[src/rtl/mem_stage_pkg.sv]
// Shared definitions for the memory-access stage: access-size codes,
// FSM state encoding and byte-lane mask constants.
package mem_stage_pkg;

    // funct3[1:0] access size; any code with bit 1 set is a word
    localparam logic [1:0] SZ_B = 2'b00;
    localparam logic [1:0] SZ_H = 2'b01;
    localparam logic [1:0] SZ_W = 2'b10;

    typedef enum logic [1:0] {
        ST_IDLE = 2'd0,
        ST_REQ  = 2'd1,
        ST_RESP = 2'd2
    } state_t;

    localparam logic [3:0] MASK_ALL = 4'b1111;
    localparam logic [3:0] MASK_LO  = 4'b0011;
    localparam logic [3:0] MASK_HI  = 4'b1100;
    localparam logic [3:0] MASK_B0  = 4'b0001;

    // Collapse funct3 to one of the three size codes
    function automatic logic [1:0] size_of(input logic [2:0] opsel);
        return opsel[1] ? SZ_W : opsel[1:0];
    endfunction

endpackage

[src/rtl/mem_lane_align.sv]
// Byte-lane steering for the memory stage: store mask and data replication,
// load lane extraction with sign/zero extension. Purely combinational.
module mem_lane_align
    import mem_stage_pkg::*;
(
    input  logic [2:0]  i_opsel,
    input  logic        i_write,
    input  logic [1:0]  i_addr_lo,
    input  logic [31:0] i_wdata,
    input  logic [31:0] i_rdata,
    output logic [3:0]  o_mask,
    output logic [31:0] o_wdata,
    output logic [31:0] o_ldata
);

    logic [1:0]  w_size;
    logic [31:0] w_shift;

    assign w_size = size_of(i_opsel);

    // Store side: replicate the datum across all lanes, enable only the addressed ones
    always_comb begin
        o_mask  = MASK_ALL;
        o_wdata = i_wdata;
        case (w_size)
            SZ_B: begin
                o_wdata = {4{i_wdata[7:0]}};
                if (i_write) o_mask = MASK_B0 << i_addr_lo;
            end
            SZ_H: begin
                o_wdata = {2{i_wdata[15:0]}};
                if (i_write) o_mask = i_addr_lo[1] ? MASK_HI : MASK_LO;
            end
            default: begin
                o_wdata = i_wdata;
                o_mask  = MASK_ALL;
            end
        endcase
    end

    // Load side: move the addressed lane to bit 0, then extend (opsel[2] = unsigned)
    always_comb begin
        w_shift = i_rdata >> {i_addr_lo, 3'b000};
        o_ldata = w_shift;
        case (w_size)
            SZ_B:    o_ldata = {{24{w_shift[7] & ~i_opsel[2]}}, w_shift[7:0]};
            SZ_H:    o_ldata = {{16{w_shift[15] & ~i_opsel[2]}}, w_shift[15:0]};
            default: o_ldata = w_shift;
        endcase
    end

endmodule

[src/rtl/mem_stage.sv]
// RV32I memory-access stage: issues data-memory requests, stalls upstream
// while a transaction is outstanding and drives the MEM/WB register.
module mem_stage
    import mem_stage_pkg::*;
#(
    parameter int TIMEOUT = 0
)
(
    input  logic        i_clk,
    input  logic        i_rst,
    input  logic        i_vld,
    input  logic [31:0] i_res,
    input  logic [4:0]  i_rd_waddr,
    input  logic        i_rd_wen,
    input  logic        i_mem_reg,
    input  logic        i_mem_read,
    input  logic        i_mem_write,
    input  logic [2:0]  i_opsel,
    input  logic [31:0] i_dmem_addr,
    input  logic [31:0] i_dmem_wdata,
    output logic        o_dmem_req,
    input  logic        i_dmem_ready,
    output logic        o_dmem_wen,
    output logic [31:0] o_dmem_addr,
    output logic [3:0]  o_dmem_mask,
    output logic [31:0] o_dmem_wdata,
    input  logic        i_dmem_rvalid,
    input  logic [31:0] i_dmem_rdata,
    output logic        o_stall,
    output logic        o_vld,
    output logic [4:0]  o_rd_waddr,
    output logic        o_rd_wen,
    output logic [31:0] o_rd_wdata,
    output logic        o_misaligned,
    output logic        o_bus_err
);

    // Counter value seen in the cycle where the TIMEOUT-th wait cycle elapses
    localparam logic [31:0] TO_LAST = (TIMEOUT > 0) ? 32'(TIMEOUT - 1) : 32'd0;

    state_t      r_state;
    state_t      w_next;
    logic [31:0] r_cnt;

    logic        r_dmem_wen;
    logic [31:0] r_dmem_addr;
    logic [3:0]  r_dmem_mask;
    logic [31:0] r_dmem_wdata;

    logic        r_vld;
    logic [4:0]  r_rd_waddr;
    logic        r_rd_wen;
    logic [31:0] r_rd_wdata;
    logic        r_mis;
    logic        r_berr;

    logic        w_memop;
    logic        w_misaligned;
    logic        w_timeout;
    logic        w_stall;
    logic [1:0]  w_size;
    logic [3:0]  w_mask;
    logic [31:0] w_wdata;
    logic [31:0] w_ldata;

    logic        w_vld_n;
    logic        w_wen_n;
    logic        w_mis_n;
    logic        w_berr_n;
    logic [31:0] w_wdata_n;

    mem_lane_align u_align (
        .i_opsel   (i_opsel),
        .i_write   (i_mem_write),
        .i_addr_lo (i_dmem_addr[1:0]),
        .i_wdata   (i_dmem_wdata),
        .i_rdata   (i_dmem_rdata),
        .o_mask    (w_mask),
        .o_wdata   (w_wdata),
        .o_ldata   (w_ldata)
    );

    assign w_size  = size_of(i_opsel);
    assign w_memop = i_vld & (i_mem_read | i_mem_write);

    // Half needs even address, word needs 4-byte alignment; bytes never fault
    always_comb begin
        case (w_size)
            SZ_H:    w_misaligned = i_dmem_addr[0];
            SZ_W:    w_misaligned = (i_dmem_addr[1:0] != 2'b00);
            default: w_misaligned = 1'b0;
        endcase
    end

    // ">=" so that a ready arriving on the last allowed cycle still gets a bounded RESP
    assign w_timeout = (TIMEOUT > 0) && (r_state != ST_IDLE) && (r_cnt >= TO_LAST);

    // State register
    always_ff @(posedge i_clk) begin
        if (i_rst) r_state <= ST_IDLE;
        else       r_state <= w_next;
    end

    // Next-state logic; a completing handshake wins over a coincident timeout
    always_comb begin
        w_next = r_state;
        case (r_state)
            ST_IDLE: if (w_memop && !w_misaligned) w_next = ST_REQ;
            ST_REQ: begin
                if (i_dmem_ready)   w_next = r_dmem_wen ? ST_IDLE : ST_RESP;
                else if (w_timeout) w_next = ST_IDLE;
            end
            ST_RESP: if (i_dmem_rvalid || w_timeout) w_next = ST_IDLE;
            default: w_next = ST_IDLE;
        endcase
    end

    // Output logic: upstream stall and the value headed into MEM/WB
    always_comb begin
        w_stall   = 1'b0;
        w_vld_n   = 1'b0;
        w_wen_n   = 1'b0;
        w_mis_n   = 1'b0;
        w_berr_n  = 1'b0;
        w_wdata_n = i_res;
        case (r_state)
            ST_IDLE: begin
                if (!w_memop) begin
                    w_vld_n = i_vld;
                    w_wen_n = i_rd_wen;
                end else if (w_misaligned) begin
                    w_vld_n = 1'b1;
                    w_mis_n = 1'b1;
                end else begin
                    w_stall = 1'b1;
                end
            end
            ST_REQ: begin
                if (i_dmem_ready && r_dmem_wen) begin
                    w_vld_n = 1'b1;
                end else if (i_dmem_ready) begin
                    w_stall = 1'b1;
                end else if (w_timeout) begin
                    w_vld_n  = 1'b1;
                    w_berr_n = 1'b1;
                end else begin
                    w_stall = 1'b1;
                end
            end
            ST_RESP: begin
                if (i_dmem_rvalid) begin
                    w_vld_n = 1'b1;
                    w_wen_n = i_rd_wen;
                    if (i_mem_reg) w_wdata_n = w_ldata;
                end else if (w_timeout) begin
                    w_vld_n  = 1'b1;
                    w_berr_n = 1'b1;
                end else begin
                    w_stall = 1'b1;
                end
            end
            default: ;
        endcase
    end

    // Wait counter: counts REQ/RESP cycles, cleared whenever heading back to IDLE
    always_ff @(posedge i_clk) begin
        if (i_rst || (TIMEOUT == 0) || (w_next == ST_IDLE)) r_cnt <= '0;
        else if (r_state != ST_IDLE)                         r_cnt <= r_cnt + 32'd1;
    end

    // Capture the request once; it stays frozen on the bus until accepted
    always_ff @(posedge i_clk) begin
        if (i_rst) begin
            r_dmem_wen   <= 1'b0;
            r_dmem_addr  <= '0;
            r_dmem_mask  <= '0;
            r_dmem_wdata <= '0;
        end else if ((r_state == ST_IDLE) && w_memop && !w_misaligned) begin
            r_dmem_wen   <= i_mem_write;
            r_dmem_addr  <= {i_dmem_addr[31:2], 2'b00};
            r_dmem_mask  <= w_mask;
            r_dmem_wdata <= w_wdata;
        end
    end

    // MEM/WB register
    always_ff @(posedge i_clk) begin
        if (i_rst) begin
            r_vld      <= 1'b0;
            r_rd_waddr <= '0;
            r_rd_wen   <= 1'b0;
            r_rd_wdata <= '0;
            r_mis      <= 1'b0;
            r_berr     <= 1'b0;
        end else begin
            r_vld      <= w_vld_n;
            r_rd_waddr <= i_rd_waddr;
            r_rd_wen   <= w_wen_n;
            r_rd_wdata <= w_wdata_n;
            r_mis      <= w_mis_n;
            r_berr     <= w_berr_n;
        end
    end

    assign o_stall      = w_stall & ~i_rst;
    assign o_dmem_req   = (r_state == ST_REQ);
    assign o_dmem_wen   = r_dmem_wen;
    assign o_dmem_addr  = r_dmem_addr;
    assign o_dmem_mask  = r_dmem_mask;
    assign o_dmem_wdata = r_dmem_wdata;
    assign o_vld        = r_vld;
    assign o_rd_waddr   = r_rd_waddr;
    assign o_rd_wen     = r_rd_wen;
    assign o_rd_wdata   = r_rd_wdata;
    assign o_misaligned = r_mis;
    assign o_bus_err    = r_berr;

endmodule

[config.mk]
export PLATFORM = sky130hd
export DESIGN_NAME = mem_stage
export DESIGN_NICKNAME = d
export VERILOG_FILES = /design/src/rtl/mem_stage_pkg.sv /design/src/rtl/mem_lane_align.sv /design/src/rtl/mem_stage.sv
export SDC_FILE = /design/constraint.sdc
export NUM_CORES = 1
export LEC_CHECK = 0
export CAP_MARGIN = 10
export CORE_ASPECT_RATIO = 1.25
export CORE_MARGIN = 3
export CORE_UTILIZATION = 30
export CTS_CLUSTER_SIZE = 12
export DETAILED_ROUTE_END_ITERATION = 6
export MAX_ROUTING_LAYER = met4
export PLACE_DENSITY = 0.7
export SYNTH_ARGS = -nofsm -noshare
export SYNTH_HDL_FRONTEND = slang
export SYNTH_SLANG_ARGS = --single-unit
[constraint.sdc]
create_clock -name i_clk -period 2.2 [get_ports i_clk]
set_input_delay 0.44 -clock i_clk [delete_from_list [all_inputs] [get_ports i_clk]]
set_output_delay 0.44 -clock i_clk [all_outputs]
set_load 0.02 [all_outputs]
==> impl_metrics.ini, run 1 <==
[status]
outcome = finished with violations
violations = setup timing

[worst_setup_path]
criticalPathCategory = in -> out
arrival_ns = 1.78
cp-start-kind = primary input
critPathCaptureType = output pin
cp_data_required_time_ns = 1.76
critPathMaxFanout = 2

[timing]
fin_crit_sh_pct = 101
max_freq_mhz = 451
hold_viol_final = 0
rsz0062_at_grt = yes
setup_tns_ns = -0.0154
slew_violations = 0
fin_skew_ns = 0.00887
slew_headroom_pct = 41.3
fin_crit_ns = 2.22
tightestPinTransition_ns = 0.881
fin_ws_ns = -0.0154
setup_viol = 1

[grt]
track_usage_pct = 19.5
grt_pass1_wl_um = 26200
grt_use_met2_pct = 32.9
grt-ovfl-total = 0
busiest_layer = met2
grt_antenna_before_repair = 0
grt_util_met3_pct = 5.51
grt_pass1_vias = 4908
grt_max_degree = 104
grt_use_met1_pct = 22.1

[pwr]
pwr_density_cell_nw_per_um2 = 632
p_leak_nw = 2.92
ir_worst_vdd_mv = 0.440
p_total_mw = 5.01

[logic_synthesis]
yosys_most_used_dff = dfxtp_1
ys_types = 40
yosysSeqAreaShare_pct = 45.4
syn_avg_cell_area_um2 = 8.35
synth_edf_count = 0
ys_warn_count = 0
synth_seq_cells = 109
syn-instance-count = 575
async_flop_share_pct = 0
syn-cell-area_um2 = 4800

[floorplanning]
die_x_um = 119
fp-row-count = 51
ioPinCount = 257
start_util_pct = 30.7
dieArea_um2 = 17600
die_h_um = 147
core_um2 = 15600

[cells_and_area]
fin_nets = 962
syn2layout_area_growth_pct = 65.1
final_core_util_pct = 50.7
diodes = 0
nFillCells = 1473
mostFrequentLayoutCell = clkdlybuf4s50_1
final_cell_mix = clkdlybuf4s50_1 (248), nand2_1 (145), dfxtp_1 (108), a21oi_1 (64), nor2_1 (40)
final_layout_size_suffix_gt1_share_pct = 8.64

[flow_run]
drv_cap = 0

[routing]
ant_nets = 0
route.detailed.wl_per_inst_um = 16.5
avgViaCountPerCell = 4.75
dr.pass1.iters = 4
drc = 0
first_iter_violations = 232
num_vias = 4915
routed_wl_um = 17100

[clock_tree]
clk_pin_slew_worst_paths_ns = 0.06
cts_made_buffers = 9
cts_max_path_buffers = 2
cts_tree = done
ctsHoldBuffers = 0
clk_latency_ns = 0.35
clockRootBuffer = clkbuf_16
htreeDepth = 3
cts.sinks = 109

[placed_design]
place.gp.congestion = 0.892
port_buffers = 253
dp_hpwl_um = 12500

[min_path]
hp-class = reg -> reg
sequential cells by signal, summed over array words and instances, names as in the netlist:
signal,flops
o_vld,1
o_dmem_wen,1
o_misaligned,1
o_dmem_addr,30
o_rd_wdata,32
o_rd_waddr,5
o_dmem_wdata,32
o_dmem_mask,4
o_rd_wen,1
r_state,2
synth_stat cells, types with 11 or more instances:
| library cell | instances | share of area [%] |
|---|---|---|
| a211oi_1 | 23 | 3.6 |
| a21oi_1 | 65 | 6.8 |
| a311oi_1 | 11 | 2.0 |
| buf_2 | 17 | 1.8 |
| buf_4 | 12 | 1.9 |
| clkbuf_1 | 20 | 1.6 |
| dfxtp_1 | 109 | 45 |
| mux2i_1 | 32 | 6.7 |
| nand2_1 | 145 | 11 |
| nor2_1 | 41 | 3.2 |
| nor2b_1 | 12 | 1.6 |
| o21ai_0 | 31 | 3.2 |
routing by layer:
layer | wire length (um) | share of wire [%] | vias up
met2 | 8500 | 50 | 201
met1 | 6920 | 40 | 2234
met4 | 443 | 2.6 | 0
met5 | 0 | 0 | -
li1 | - | - | 2453
met3 | 1220 | 7.2 | 27
worst paths after layout:
check	startpoint	endpoint	slack, ns	cells after the start
worst min register to register	o_dmem_addr[21]$_SDFFE_PP0P_	o_dmem_addr[21]$_SDFFE_PP0P_	0.45	2
worst max register to register	r_state[0]$_SDFFE_PP0P_	o_dmem_wdata[15]$_SDFFE_PP0P_	0.24	5
worst max-delay path	i_mem_write	o_stall	-0.02	6
worst min-delay path	o_dmem_addr[21]$_SDFFE_PP0P_	o_dmem_addr[21]$_SDFFE_PP0P_	0.45	2
stage by stage:
step / std cells / setup slack [ns] / instance area, um2 / hold slack, ns
3_5_place_dp: 1017 / -0.653 / 7580 / 0.446
2_1_floorplan: 577 / 0.00643 / 4810 / 0.481
6_report: 1034 / -0.0154 / 7930 / 0.452
3_3_place_gp: 1017 / -0.627 / 7580 / 0.441
4_1_cts: 1034 / -0.0582 / 7920 / 0.456
5_1_grt: 1034 / -0.152 / 7930 / 0.475
final cells by class:
| class | instances | area (um2) | area share [%] |
|---|---|---|---|
| repair buffers | 281 | 2780 | 35.1 |
| multi-input cells | 411 | 2370 | 29.9 |
| flip-flops and latches | 109 | 2180 | 27.5 |
| well taps | 212 | 265 | 3.35 |
| clock buffers | 12 | 256 | 3.24 |
| clock inverters | 4 | 55.1 | 0.694 |
| inverters | 5 | 18.8 | 0.237 |
worst max-delay path, cell delays in order:
cell and delay [ns]:
clkdlybuf4s50_1 0.42, or2_2 0.32, o211a_4 0.15, a211oi_2 0.19
a221oi_2 0.08, buf_4 0.17
repair_timing:
| item | CTS | global route |
|---|---|---|
| endpoints found under the setup margin | 20 | 66 |
| gates cloned | 0 | 0 |
| gates resized for setup | 11 | 3 |
| buffers inserted | 1 | 0 |
| pin swaps | 2 | 0 |
cells by family (layout without fill, tap and decap cells):
kind of cell           count (synthesis)  after routing  share of synthesized area, %
muxes                                 41             41                          9.09
other                                  1              3                        0.0781
and+or+nand+nor                      211            211                          18.1
buffers and inverters                 57            302                          6.15
DFF                                  109            109                          45.4
AOI/OAI and AO/OA                    156            156                          21.2
where the power goes:
group	internal (mW)	switching (mW)
logic	0.606	0.562
registers	2.09	0.0492
clock network	0.953	0.747
Note: power is estimated with default switching activity, not from simulation.
==> inputs of run 2 (changes only) <==
- CORE_MARGIN: 3 -> not set
- GPL_ROUTABILITY_DRIVEN: not set -> 0
==> impl_metrics.ini, run 2 (synthesized netlist as in run 1, its figures left out) <==
[clock_tree]
cts_tree = done
htreeDepth = 3
ctsHoldBuffers = 0
cts.sinks = 109
clk_latency_ns = 0.35
clk_pin_slew_worst_paths_ns = 0.07
cts_max_path_buffers = 2
cts_made_buffers = 9
clockRootBuffer = clkbuf_16

[cells_and_area]
final_cell_mix = clkdlybuf4s50_1 (244), nand2_1 (145), dfxtp_1 (109), a21oi_1 (64), nor2_1 (40)
final_layout_size_suffix_gt1_share_pct = 8.95
mostFrequentLayoutCell = clkdlybuf4s50_1
seqCellArea_um2 = 2180
nFillCells = 1495
fin_nets = 967
multi_input_area_um2 = 2360
syn2layout_area_growth_pct = 65.7

[floorplanning]
fp-row-count = 51
start_util_pct = 30.7
core_um2 = 15600
ioPinCount = 257
dieArea_um2 = 16500
die_x_um = 115
die_h_um = 143

[worst_setup_path]
reg2reg_setup_slack_ns = 0.23
ff2ff_path_depth = 6
cp_data_required_time_ns = 1.76
criticalPathCategory = in -> out
slowest_stage = clkdlybuf4s50_1
arrival_ns = 1.74
path_cells = clkdlybuf4s50_1 > or2_4 > o211a_4 > a211oi_2 > a221oi_1 > buf_2
cp-endpoint = o_stall
critical-path-max-stage-delay_ns = 0.41
crit_start = i_mem_read
critPathCaptureType = output pin
r2r-end = o_dmem_wdata[11]$_SDFFE_PP0P_
worstReg2RegStart = r_state[1]$_SDFFE_PP0P_
cp-start-kind = primary input
critPathMaxFanout = 2

[timing]
hold_slack_ns = 0.452
fin_ws_ns = 0.0168
max_freq_mhz = 458
fin_crit_sh_pct = 99.2
fin_skew_ns = 0.00834
tightestPinTransition_ns = 0.869
slew_violations = 0
fin_crit_ns = 2.18
setup_viol = 0
hold_viol_final = 0
slew_headroom_pct = 42.1
rsz0062_at_grt = yes

[pwr]
p_leak_nw = 2.96
ir_worst_vdd_mv = 0.425
pwr_density_cell_nw_per_um2 = 624

[routing]
routed_wl_um = 16200
num_vias = 4885
ant_nets = 0
avgViaCountPerCell = 4.70
drc = 0
dr.pass1.iters = 4
route.detailed.wl_per_inst_um = 15.6
first_iter_violations = 244

[grt]
grt_max_degree = 104
grt_antenna_before_repair = 1
grt_pass1_vias = 4617
grt_pass1_wl_um = 24300
grt-ovfl-total = 0
track_usage_pct = 20.1

[flow_run]
drv_cap = 0

[placed_design]
port_buffers = 253
dp_hpwl_um = 11700
pre_cts_slack_ns = -0.604

[status]
outcome = complete, no violations

[min_path]
hp-class = reg -> reg
run 2: metal layers:
layer / share of wire (%) / vias to the layer above / track usage [%] / wire length, um
met5: 0 / - / - / 0
met4: 1.2 / 0 / 5.88 / 200
met3: 7.0 / 10 / 5.06 / 1140
met2: 51 / 189 / 34.9 / 8230
met1: 41 / 2225 / 22.6 / 6660
li1: - / 2461 / - / -
run 2: layout make-up:
| cell class | count | area share, % |
|---|---|---|
| antenna | 1 | 0.0315 |
| clock buffer | 10 | 2.88 |
| clock inverter | 6 | 0.897 |
| inverter | 5 | 0.236 |
| multi-input combinational | 411 | 29.7 |
| sequential | 109 | 27.4 |
| tap | 212 | 3.33 |
| timing repair buffer | 286 | 35.5 |
run 2: how the worst min path moves through the flow:
stage | startpoint | endpoint | cells after the start
floorplan | r_state[0]$_SDFFE_PP0P_ | o_rd_wen$_SDFF_PP0_ | 1
global placement | o_dmem_wdata[26]$_SDFFE_PP0P_ | o_dmem_wdata[26]$_SDFFE_PP0P_ | 2
detailed placement | o_dmem_addr[25]$_SDFFE_PP0P_ | o_dmem_addr[25]$_SDFFE_PP0P_ | 2
CTS | o_dmem_wdata[26]$_SDFFE_PP0P_ | o_dmem_wdata[26]$_SDFFE_PP0P_ | 2
global route | o_dmem_wdata[3]$_SDFFE_PP0P_ | o_dmem_wdata[3]$_SDFFE_PP0P_ | 2
finish | o_dmem_addr[20]$_SDFFE_PP0P_ | o_dmem_addr[20]$_SDFFE_PP0P_ | 2
run 2: power breakdown:
group	internal [mW]	leakage (nW)	total, mW	switching [mW]
clock network	0.893	0.133	1.66	0.772
logic	0.608	1.93	1.17	0.558
registers	2.09	0.897	2.14	0.0474
total	3.59	2.96	4.97	1.38
run 2: through the flow:
stage / power, mW / instances / utilization [%] / instance area (um2) / setup TNS (ns)
after CTS: 5.03 / 1038 / 50.7 / 7930 / 0
after global routing: 5.21 / 1040 / 50.9 / 7960 / -0.0156
after floorplan: 2.72 / 577 / - / 4810 / 0
final: 4.97 / 1040 / 50.9 / 7960 / 0
after detailed placement: 3.35 / 1020 / 48.7 / 7610 / -26.72
after global placement: 3.34 / 1020 / 48.7 / 7610 / -26.63
run 2: what timing repair did:
| action | CTS | global route |
|---|---|---|
| buffers inserted | 2 | 1 |
| endpoints found under the hold margin | 0 | 0 |
| pin swaps | 4 | 2 |
| cloned | 0 | 0 |
| gates resized for setup | 12 | 5 |
| setup endpoints to repair | 3 | 16 |
run 2: critical path, delay by kind of cell:
| kind | cells | cell delay [ns] |
|---|---|---|
| buf+inv | 2 | 0.58 |
| compound gates | 3 | 0.48 |
| simple gates | 1 | 0.24 |
